==> src/rtl/cpu_pkg.sv <==
// Shared opcodes, ALU select codes, FSM states and instruction layout for the
// simple processor controller.
package cpu_pkg;

  localparam logic [2:0] OP_MOV  = 3'b000;
  localparam logic [2:0] OP_TSTZ = 3'b001;
  localparam logic [2:0] OP_ADD  = 3'b010;
  localparam logic [2:0] OP_SUB  = 3'b011;
  localparam logic [2:0] OP_SHL  = 3'b100;
  localparam logic [2:0] OP_LDI  = 3'b101;
  localparam logic [2:0] OP_JZ   = 3'b110;
  localparam logic [2:0] OP_HALT = 3'b111;

  // ALU select codes are the opcodes themselves for the ALU-class ops
  localparam logic [2:0] ALU_MOV  = OP_MOV;
  localparam logic [2:0] ALU_TSTZ = OP_TSTZ;
  localparam logic [2:0] ALU_ADD  = OP_ADD;
  localparam logic [2:0] ALU_SUB  = OP_SUB;
  localparam logic [2:0] ALU_SHL  = OP_SHL;

  localparam int IR_OP_MSB  = 15;
  localparam int IR_OP_LSB  = 13;
  localparam int IR_RD_MSB  = 12;
  localparam int IR_RD_LSB  = 11;
  localparam int IR_RS_MSB  = 10;
  localparam int IR_RS_LSB  = 9;
  localparam int IR_RSVD    = 8;
  localparam int IR_IMM_MSB = 7;
  localparam int IR_IMM_LSB = 0;

  typedef enum logic [2:0] {
    S_IDLE, S_FETCH, S_DECODE, S_EXEC, S_WB, S_HALT
  } state_t;

  typedef struct packed {
    logic [2:0] op;
    logic [1:0] rd;
    logic [1:0] rs;
    logic       rsvd;
    logic [7:0] imm;
  } instr_t;

  function automatic instr_t decode(input logic [15:0] w);
    instr_t i;
    i.op   = w[IR_OP_MSB:IR_OP_LSB];
    i.rd   = w[IR_RD_MSB:IR_RD_LSB];
    i.rs   = w[IR_RS_MSB:IR_RS_LSB];
    i.rsvd = w[IR_RSVD];
    i.imm  = w[IR_IMM_MSB:IR_IMM_LSB];
    return i;
  endfunction

endpackage

==> src/rtl/cpu_ctrl_regfile4.sv <==
// 4-entry register file: two combinational read ports, one synchronous write
// port, async clear; R0 is exported for debug.
module regfile4 #(
  parameter int DW = 8
) (
  input  logic          clk,
  input  logic          rst,
  input  logic [1:0]    ra_addr,
  output logic [DW-1:0] ra_data,
  input  logic [1:0]    rb_addr,
  output logic [DW-1:0] rb_data,
  input  logic          we,
  input  logic [1:0]    wa,
  input  logic [DW-1:0] wd,
  output logic [DW-1:0] r0
);

  logic [3:0][DW-1:0] regs;

  always_ff @(posedge clk or posedge rst) begin
    if (rst)     regs <= '0;
    else if (we) regs[wa] <= wd;
  end

  assign ra_data = regs[ra_addr];
  assign rb_data = regs[rb_addr];
  assign r0      = regs[0];

endmodule

==> src/rtl/cpu_ctrl.sv <==
// Fetch/decode/execute sequencer: drives a 1-cycle-latency ALU, writes results
// back, and handles the zero-flag branch and HALT.
module cpu_ctrl
  import cpu_pkg::*;
#(
  parameter int DW       = 8,
  parameter int AW       = 8,
  parameter int START_PC = 0
) (
  input  logic          clk,
  input  logic          rst,
  input  logic          start,
  output logic [AW-1:0] imem_addr,
  input  logic [15:0]   imem_data,
  output logic          alu_en,
  output logic [2:0]    alu_sel,
  output logic [DW-1:0] alu_in1,
  output logic [DW-1:0] alu_in2,
  input  logic [DW-1:0] alu_out,
  input  logic          alu_zero,
  output logic [AW-1:0] pc,
  output logic          halted,
  output logic [DW-1:0] dbg_r0
);

  state_t        state;
  instr_t        ir;
  logic          zflag;
  logic [DW-1:0] rd_data, rs_data, rf_wd;
  logic          rf_we;
  logic          unused_rsvd;

  assign imem_addr   = pc;
  assign unused_rsvd = ir.rsvd;

  regfile4 #(.DW(DW)) u_rf (
    .clk     (clk),
    .rst     (rst),
    .ra_addr (ir.rd),
    .ra_data (rd_data),
    .rb_addr (ir.rs),
    .rb_data (rs_data),
    .we      (rf_we),
    .wa      (ir.rd),
    .wd      (rf_wd),
    .r0      (dbg_r0)
  );

  // ALU request is decoded from state so a reset kills it in the same cycle
  always_comb begin
    alu_en  = 1'b0;
    alu_sel = '0;
    alu_in1 = '0;
    alu_in2 = '0;
    if (state == S_EXEC) begin
      case (ir.op)
        ALU_MOV, ALU_TSTZ: begin
          alu_en  = 1'b1;
          alu_sel = ir.op;
          alu_in1 = rs_data;
        end
        ALU_ADD, ALU_SUB, ALU_SHL: begin
          alu_en  = 1'b1;
          alu_sel = ir.op;
          alu_in1 = rd_data;
          alu_in2 = rs_data;
        end
        default: ;
      endcase
    end
  end

  // LDI writes at the end of EXEC; ALU results land at the end of WB
  always_comb begin
    rf_we = 1'b0;
    rf_wd = alu_out;
    if (state == S_EXEC && ir.op == OP_LDI) begin
      rf_we = 1'b1;
      rf_wd = DW'(ir.imm);
    end else if (state == S_WB && ir.op != OP_TSTZ) begin
      rf_we = 1'b1;
    end
  end

  always_ff @(posedge clk or posedge rst) begin
    if (rst) begin
      state  <= S_IDLE;
      pc     <= AW'(START_PC);
      ir     <= '0;
      zflag  <= 1'b0;
      halted <= 1'b0;
    end else begin
      case (state)
        S_IDLE:   if (start) state <= S_FETCH;
        S_FETCH:  state <= S_DECODE;
        S_DECODE: begin
          ir    <= decode(imem_data);
          pc    <= pc + AW'(1);
          state <= S_EXEC;
        end
        S_EXEC: begin
          case (ir.op)
            OP_MOV, OP_TSTZ, OP_ADD, OP_SUB, OP_SHL: state <= S_WB;
            OP_LDI: state <= S_FETCH;
            OP_JZ: begin
              if (zflag) pc <= AW'(ir.imm);
              state <= S_FETCH;
            end
            default: begin
              halted <= 1'b1;
              state  <= S_HALT;
            end
          endcase
        end
        // alu_zero is stale outside a TSTZ writeback, so sample it only here
        S_WB: begin
          if (ir.op == OP_TSTZ) zflag <= alu_zero;
          state <= S_FETCH;
        end
        S_HALT:  state <= S_HALT;
        default: state <= S_IDLE;
      endcase
    end
  end

endmodule

==> config.mk <==
export PLATFORM = sky130hd
export DESIGN_NAME = cpu_ctrl
export DESIGN_NICKNAME = d
export VERILOG_FILES = /design/src/rtl/cpu_pkg.sv /design/src/rtl/cpu_ctrl_regfile4.sv /design/src/rtl/cpu_ctrl.sv
export SDC_FILE = /design/constraint.sdc
export NUM_CORES = 1
export LEC_CHECK = 0
export CAP_MARGIN = 30
export CORE_AREA = 2 2 91 93
export CTS_BUF_LIST = sky130_fd_sc_hd__clkbuf_16
export CTS_CLUSTER_SIZE = 25
export DETAILED_ROUTE_END_ITERATION = 8
export DIE_AREA = 0 0 93 95
export GPL_ROUTABILITY_DRIVEN = 1
export PLACE_DENSITY = 0.71
export SLEW_MARGIN = 0
export SYNTH_ARGS = -nofsm -noshare
export SYNTH_HDL_FRONTEND = slang
export SYNTH_SLANG_ARGS = --single-unit
==> constraint.sdc <==
create_clock -name clk -period 2 [get_ports clk]
set_input_delay 0.4 -clock clk [delete_from_list [all_inputs] [get_ports clk]]
set_output_delay 0.4 -clock clk [all_outputs]
set_load 0.005 [all_outputs]
==> results.py, run 1 <==
metrics = {
    "sta": {
        "finalHoldViolCount": 0,
        "slew_headroom_pct": 71.0,
        "tightest_slew_ns": 0.435,
        "fin_crit_ns": 2.22,
        "fin_setup_tns_ns": -3.95,
        "setup_viol": 48,
        "fin_crit_sh_pct": 111,
        "clock_skew_ns": 0.00640,
        "rsz0062_at_grt": "yes",
        "fmax_mhz": 450,
        "worst_slack_ns": -0.224,
        "drv_slew": 0,
    },
    "synthesis": {
        "synth_xor_area_share_pct": 0.508,
        "avgSynthCellArea_um2": 13.2,
        "ys_ff_latch": 60,
        "synthCells": 261,
        "async_flop_share_pct": 100,
        "syn_nets": 290,
        "seq_area_frac_synth_pct": 43.5,
        "synth_top_family_by_area": "multiplexers",
        "synth-simple-area-share_pct": 10.4,
        "synth.cell_area_um2": 3450,
        "synthFlopType": "dfrtp_1",
        "synthMuxAreaShare_pct": 30.5,
        "synth-compound-area-share_pct": 7.73,
        "synthAdderAreaFrac_pct": 0.363,
        "synth_edf_count": 0,
        "ys_types": 48,
        "ys_warn_count": 0,
    },
    "clock_tree": {
        "cts_buffers": 9,
        "hold_buffers": 0,
        "clock-sinks": 60,
        "cts_tree": "yes",
        "root_buffer": "clkbuf_16",
        "cts.htree.levels": 3,
        "ctsLongestPathBuffers": 2,
        "clock_latency_ns": 0.33,
        "path_clk_slew_ns": 0.05,
    },
    "setup_path": {
        "cp.required_ns": 1.60,
        "cp_max_fo": 5,
        "crit_type": "reg2out",
        "cp-start-kind": "flop",
        "arrival_ns": 1.82,
        "endpoint_kind": "primary output",
    },
    "global_route": {
        "grt_max_degree": 27,
        "grt_pass1_vias": 2712,
        "grt_pass1_wl_mm": 13.9,
        "overflow": 0,
        "track_usage_pct": 21.0,
        "antenna_found_initial": 0,
    },
    "power_and_ir_drop": {
        "ir_worst_vdd_v": 0.000817,
        "power.total_mw": 8.33,
        "p_leak_nw": 2.25,
        "power.density_nw_per_um2": 1640,
    },
    "place": {
        "port_buffers": 71,
        "hpwl_mm": 5.59,
        "post-place-ws_ns": -0.129,
        "routabilityCongestion": 0.865,
    },
    "run_status": {
        "violations": "setup timing",
        "status": "finished, violations left",
    },
    "drt": {
        "first_pass_iters": 6,
        "wl_per_cell_um": 17.7,
        "vias": 2565,
        "drc_errors": 0,
        "ant_nets": 0,
        "drt_iter0_drc": 125,
        "viasPerCell": 5.35,
        "wl_mm": 8.46,
    },
    "layout": {
        "drive_above_1_share_pct": 48.1,
        "antenna_cells": 0,
        "final_common_cell": "dfrtp_1",
        "synthToLayoutAreaGrowth_pct": 47.0,
        "layout_common_cells": "dfrtp_1, clkdlybuf4s50_1, mux2_4",
        "fin_nets": 398,
    },
    "die": {
        "io_pins": 73,
        "dieArea_um2": 8840,
        "die_h_um": 95,
        "die_x_um": 93,
        "core_area_um2": 7930,
        "initial_utilization_pct": 43.5,
        "std_cell_rows": 33,
    },
    "run": {
        "cap_violations": 0,
    },
    "hold_path": {
        "hold_path_class": "in2async",
    },
}
## synthesized netlist by cell type, types with 2 or more instances
cell	number	area, um^2
clkbuf_1	3	11.3
nand2b_1	2	12.5
inv_1	3	11.3
mux2i_1	2	20.0
nor2b_1	3	18.8
and2_1	10	62.6
o21a_1	3	22.5
a22o_1	8	70.1
nand2_1	8	30.0
buf_2	7	35.0
mux2_4	11	165
nor2_1	6	22.5
o22ai_1	3	18.8
nor3_1	2	10.0
mux2_2	45	507
buf_6	5	56.3
a21oi_1	11	55.1
buf_4	16	120
dfrtp_1	60	1500
nand3_1	5	25.0
mux4_2	16	360
o21ai_0	5	25.0
nor4b_4	2	47.6
## per-layer routing
layer  wire (um)  vias to the layer above  track usage, %
met4         134                        0            8.70
met2        4250                       96            34.8
met3         495                       11            3.91
li1            -                     1175               -
met5           0                        -               0
met1        3590                     1283            27.2
## final cells by class
type                            count  area (um^2)
Clock buffer                        9          225
Clock inverter                      7         60.1
Fill cell                         593         2860
Inverter                            3         11.3
Multi-Input combinational cell    166         1850
Sequential cell                    60         1500
Tap cell                          105          131
Timing Repair Buffer              129         1290
## report_power, final
| group | total (mW) | switching, mW | internal (mW) |
|---|---|---|---|
| Combinational | 4.51 | 1.63 | 2.88 |
| Clock | 1.48 | 0.532 | 0.946 |
| Sequential | 2.34 | 0.544 | 1.80 |
## registers in the layout, indices dropped and copies added (netlist names)
signal and cells:
zflag 1, u_rf.r0 8, u_rf.regs 24, ir 15
imem_addr 8, halted 1, state 3
## metrics by stage
step / area (um^2) / cells / hold WS [ns] / util (%)
after floorplan: 3450 / 261 / 0.460 / -
after global placement: 4410 / 440 / 0.456 / 55.7
after detailed placement: 4410 / 440 / 0.460 / 55.7
after CTS: 5020 / 477 / 0.400 / 63.3
after global routing: 5070 / 479 / 0.432 / 63.9
final: 5070 / 479 / 0.389 / 63.9
## worst max-delay path, cell delays in order, from the launching register on
cell     delay (ns)
dfrtp_1        0.39
buf_12         0.14
buf_6          0.10
mux4_2         0.48
a22o_1         0.25
buf_2          0.13
## final timing paths
check	end	startpoint	cells after the start	slack [ns]
min in group clk	halted$_DFFE_PP0P_	halted$_DFFE_PP0P_	1	0.49
max	alu_in1[3]	ir[12]$_DFFE_PP0P_	5	-0.22
min reg2reg	halted$_DFFE_PP0P_	halted$_DFFE_PP0P_	1	0.49
min	imem_addr[1]$_DFFE_PP0P_	rst	2	0.39
max in group asynchronous	u_rf.regs[13]$_DFFE_PP0P_	rst	3	1.11
max reg2reg	u_rf.regs[9]$_DFFE_PP0P_	ir[14]$_DFFE_PP0P_	8	-0.07
## cells by family after synthesis
family / after synthesis
xor gates and xnor gates: 2
and+or+nand+nor: 50
DFF: 60
buffers and inverters: 35
adders and majority gates: 1
muxes: 74
AOI/OAI and AO/OA: 39
## repair_timing
action,CTS,global route
gates cloned,1,0
endpoints found under the setup margin,25,52
pin swaps,21,10
gates resized for setup,117,18
buffers inserted,20,2
Power figures use the tool's default switching activity.
==> run 2, diff against run 1 <==
--- a/config.mk
+++ b/config.mk
@@ -6,13 +6,13 @@
 export NUM_CORES = 1
 export LEC_CHECK = 0
 export CAP_MARGIN = 30
-export CORE_AREA = 2 2 91 93
+export CORE_AREA = 2 2 121 123
 export CTS_BUF_LIST = sky130_fd_sc_hd__clkbuf_16
-export CTS_CLUSTER_SIZE = 25
+export CTS_CLUSTER_SIZE = 14
 export DETAILED_ROUTE_END_ITERATION = 8
-export DIE_AREA = 0 0 93 95
+export DIE_AREA = 0 0 123 125
 export GPL_ROUTABILITY_DRIVEN = 1
-export PLACE_DENSITY = 0.71
+export REMOVE_ABC_BUFFERS = 1
 export SLEW_MARGIN = 0
 export SYNTH_ARGS = -nofsm -noshare
 export SYNTH_HDL_FRONTEND = slang
==> run 2 against run 1 <==
Compared with the run above:
- the flow still finishes with violations (setup timing)
- combinational power decreased by 5.8%
- cell area fell by 1.9%
- cell count rose by 16%
- setup slack improved by 0.017 ns
- sequential cell count is the same
- hold slack gained 0.064 ns
- via count is 3.1% lower
- power is 4.8% lower
- clock power is 9% lower
- routed wire length is 4.5% higher
==> results.py, run 2 (synthesis results as in run 1) <==
metrics = {
    "setup_path": {
        "cp.depth": 5,
        "slowest_stage": "mux4_2",
        "critical_path.top_delay_family": "multiplexers",
        "regToRegSetupSlack_ns": 0.07,
        "crit_type": "reg2out",
        "r2r_start": "state[2]$_DFFE_PP0P_",
        "endpoint_kind": "primary output",
        "arrival_ns": 1.81,
        "cp.required_ns": 1.60,
        "r2r_end": "imem_addr[7]$_DFFE_PP0P_",
        "cp_slowest_stage_delay_ns": 0.49,
        "cp.buffers_inverters": 3,
        "cp-start-kind": "flop",
        "cp_max_fo": 3,
        "reg2regPathDepth": 7,
        "path_cells": "buf_6, buf_12, mux4_2, a22o_1, buf_2",
    },
    "layout": {
        "fin_util_pct": 35.0,
        "layout_common_cells": "dfrtp_1, clkdlybuf4s50_1, mux2_2",
        "nFillCells": 1425,
        "largest_register_ffs": 24,
        "antenna_cells": 0,
        "fin_nets": 397,
        "synthToLayoutAreaGrowth_pct": 44.3,
        "max_flop_register": "u_rf.regs",
        "reg_top3": "u_rf.regs: 24 flops, ir: 15 flops",
        "final_common_cell": "dfrtp_1",
        "drive_above_1_share_pct": 49.9,
    },
    "drt": {
        "vias": 2485,
        "ant_nets": 0,
        "first_pass_iters": 4,
        "viasPerCell": 4.46,
        "drc_errors": 0,
        "drt_iter0_drc": 105,
        "wl_per_cell_um": 15.9,
        "wl_mm": 8.85,
    },
    "sta": {
        "fin_setup_tns_ns": -2.04,
        "finalHoldViolCount": 0,
        "fin_crit_ns": 2.21,
        "drv_slew": 0,
        "whs_ns": 0.453,
        "slew_headroom_pct": 78.1,
        "rsz0062_at_grt": "yes",
        "setup_viol": 15,
        "tightest_slew_ns": 0.329,
        "clock_skew_ns": 0.00746,
        "worst_slack_ns": -0.207,
        "fin_crit_sh_pct": 110,
        "fmax_mhz": 453,
    },
    "clock_tree": {
        "path_clk_slew_ns": 0.05,
        "hold_buffers": 0,
        "ctsLongestPathBuffers": 2,
        "clock-sinks": 60,
        "root_buffer": "clkbuf_16",
        "clock_latency_ns": 0.32,
        "cts_tree": "yes",
        "cts_buffers": 9,
        "cts.htree.levels": 3,
    },
    "run_status": {
        "status": "finished, violations left",
        "violations": "setup timing",
    },
    "global_route": {
        "grt_max_degree": 61,
        "track_usage_pct": 12.0,
        "antenna_found_initial": 0,
        "grt_pass1_vias": 2519,
        "overflow": 0,
        "grt_pass1_wl_mm": 14.1,
    },
    "die": {
        "std_cell_rows": 44,
        "io_pins": 73,
        "die_x_um": 123,
        "initial_utilization_pct": 24.3,
        "die_h_um": 125,
        "core_area_um2": 14200,
        "dieArea_um2": 15400,
    },
    "place": {
        "post-place-ws_ns": -0.166,
        "routabilityCongestion": 0.756,
        "port_buffers": 71,
        "hpwl_mm": 6.37,
    },
    "power_and_ir_drop": {
        "p_leak_nw": 2.14,
        "ir_worst_vdd_v": 0.000660,
        "power.total_mw": 7.94,
        "power.density_nw_per_um2": 1600,
    },
    "run": {
        "cap_violations": 0,
    },
    "hold_path": {
        "hold_path_class": "in2async",
    },
}
==> run 2: metrics by stage <==
step,instance area [um^2],cells
final,4970,557
after global placement,4480,520
after global routing,4970,557
after CTS,4900,553
after floorplan,3220,229
after detailed placement,4480,520
==> run 2: cell type report <==
cell class / instances / area [um^2] / area share [%]
multi-input cells: 166 / 1760 / 35.4
flip-flops and latches: 60 / 1500 / 30.2
repair buffers: 128 / 1210 / 24.3
well taps: 184 / 230 / 4.63
clock buffers: 9 / 225 / 4.53
clock inverters: 7 / 35.0 / 0.704
inverters: 3 / 11.3 / 0.226
==> run 2: where the power goes <==
group | leakage, nW | switching [mW] | internal, mW | total [mW]
sequential | 0.736 | 0.548 | 1.80 | 2.35
clock | 0.134 | 0.523 | 0.818 | 1.34
combinational | 1.28 | 1.60 | 2.65 | 4.25
total | 2.14 | 2.67 | 5.27 | 7.94
==> run 2: worst register-to-register path, cell delays in order (launching register included) <==
cell,delay (ns)
dfrtp_1,0.40
buf_4,0.14
buf_4,0.12
buf_4,0.13
nand2b_1,0.23
or4_1,0.54
a21oi_1,0.17
a221oi_1,0.07
==> run 2: layer usage <==
layer,track usage (%),routed length [um]
met1,16.2,4000
met5,0,0
met2,19.4,4320
met4,3.41,99
met3,2.37,422
==> run 2: worst max path at each step <==
stage	startpoint	to	slack (ns)
after floorplan	state[0]$_DFFE_PP0P_	alu_in1[7]	-0.009
after global placement	ir[10]$_DFFE_PP0P_	alu_in1[4]	-0.16
after detailed placement	ir[10]$_DFFE_PP0P_	alu_in1[4]	-0.17
after CTS	ir[10]$_DFFE_PP0P_	alu_in2[0]	-0.22
after global routing	ir[12]$_DFFE_PP0P_	alu_in1[4]	-0.27
final	ir[12]$_DFFE_PP0P_	alu_in1[4]	-0.21
==> run 2: repair_timing <==
item | CTS | global route
gates resized for setup | 88 | 21
buffers inserted | 18 | 6
pin swaps | 17 | 6
setup endpoints to repair | 20 | 42
cloned | 0 | 0
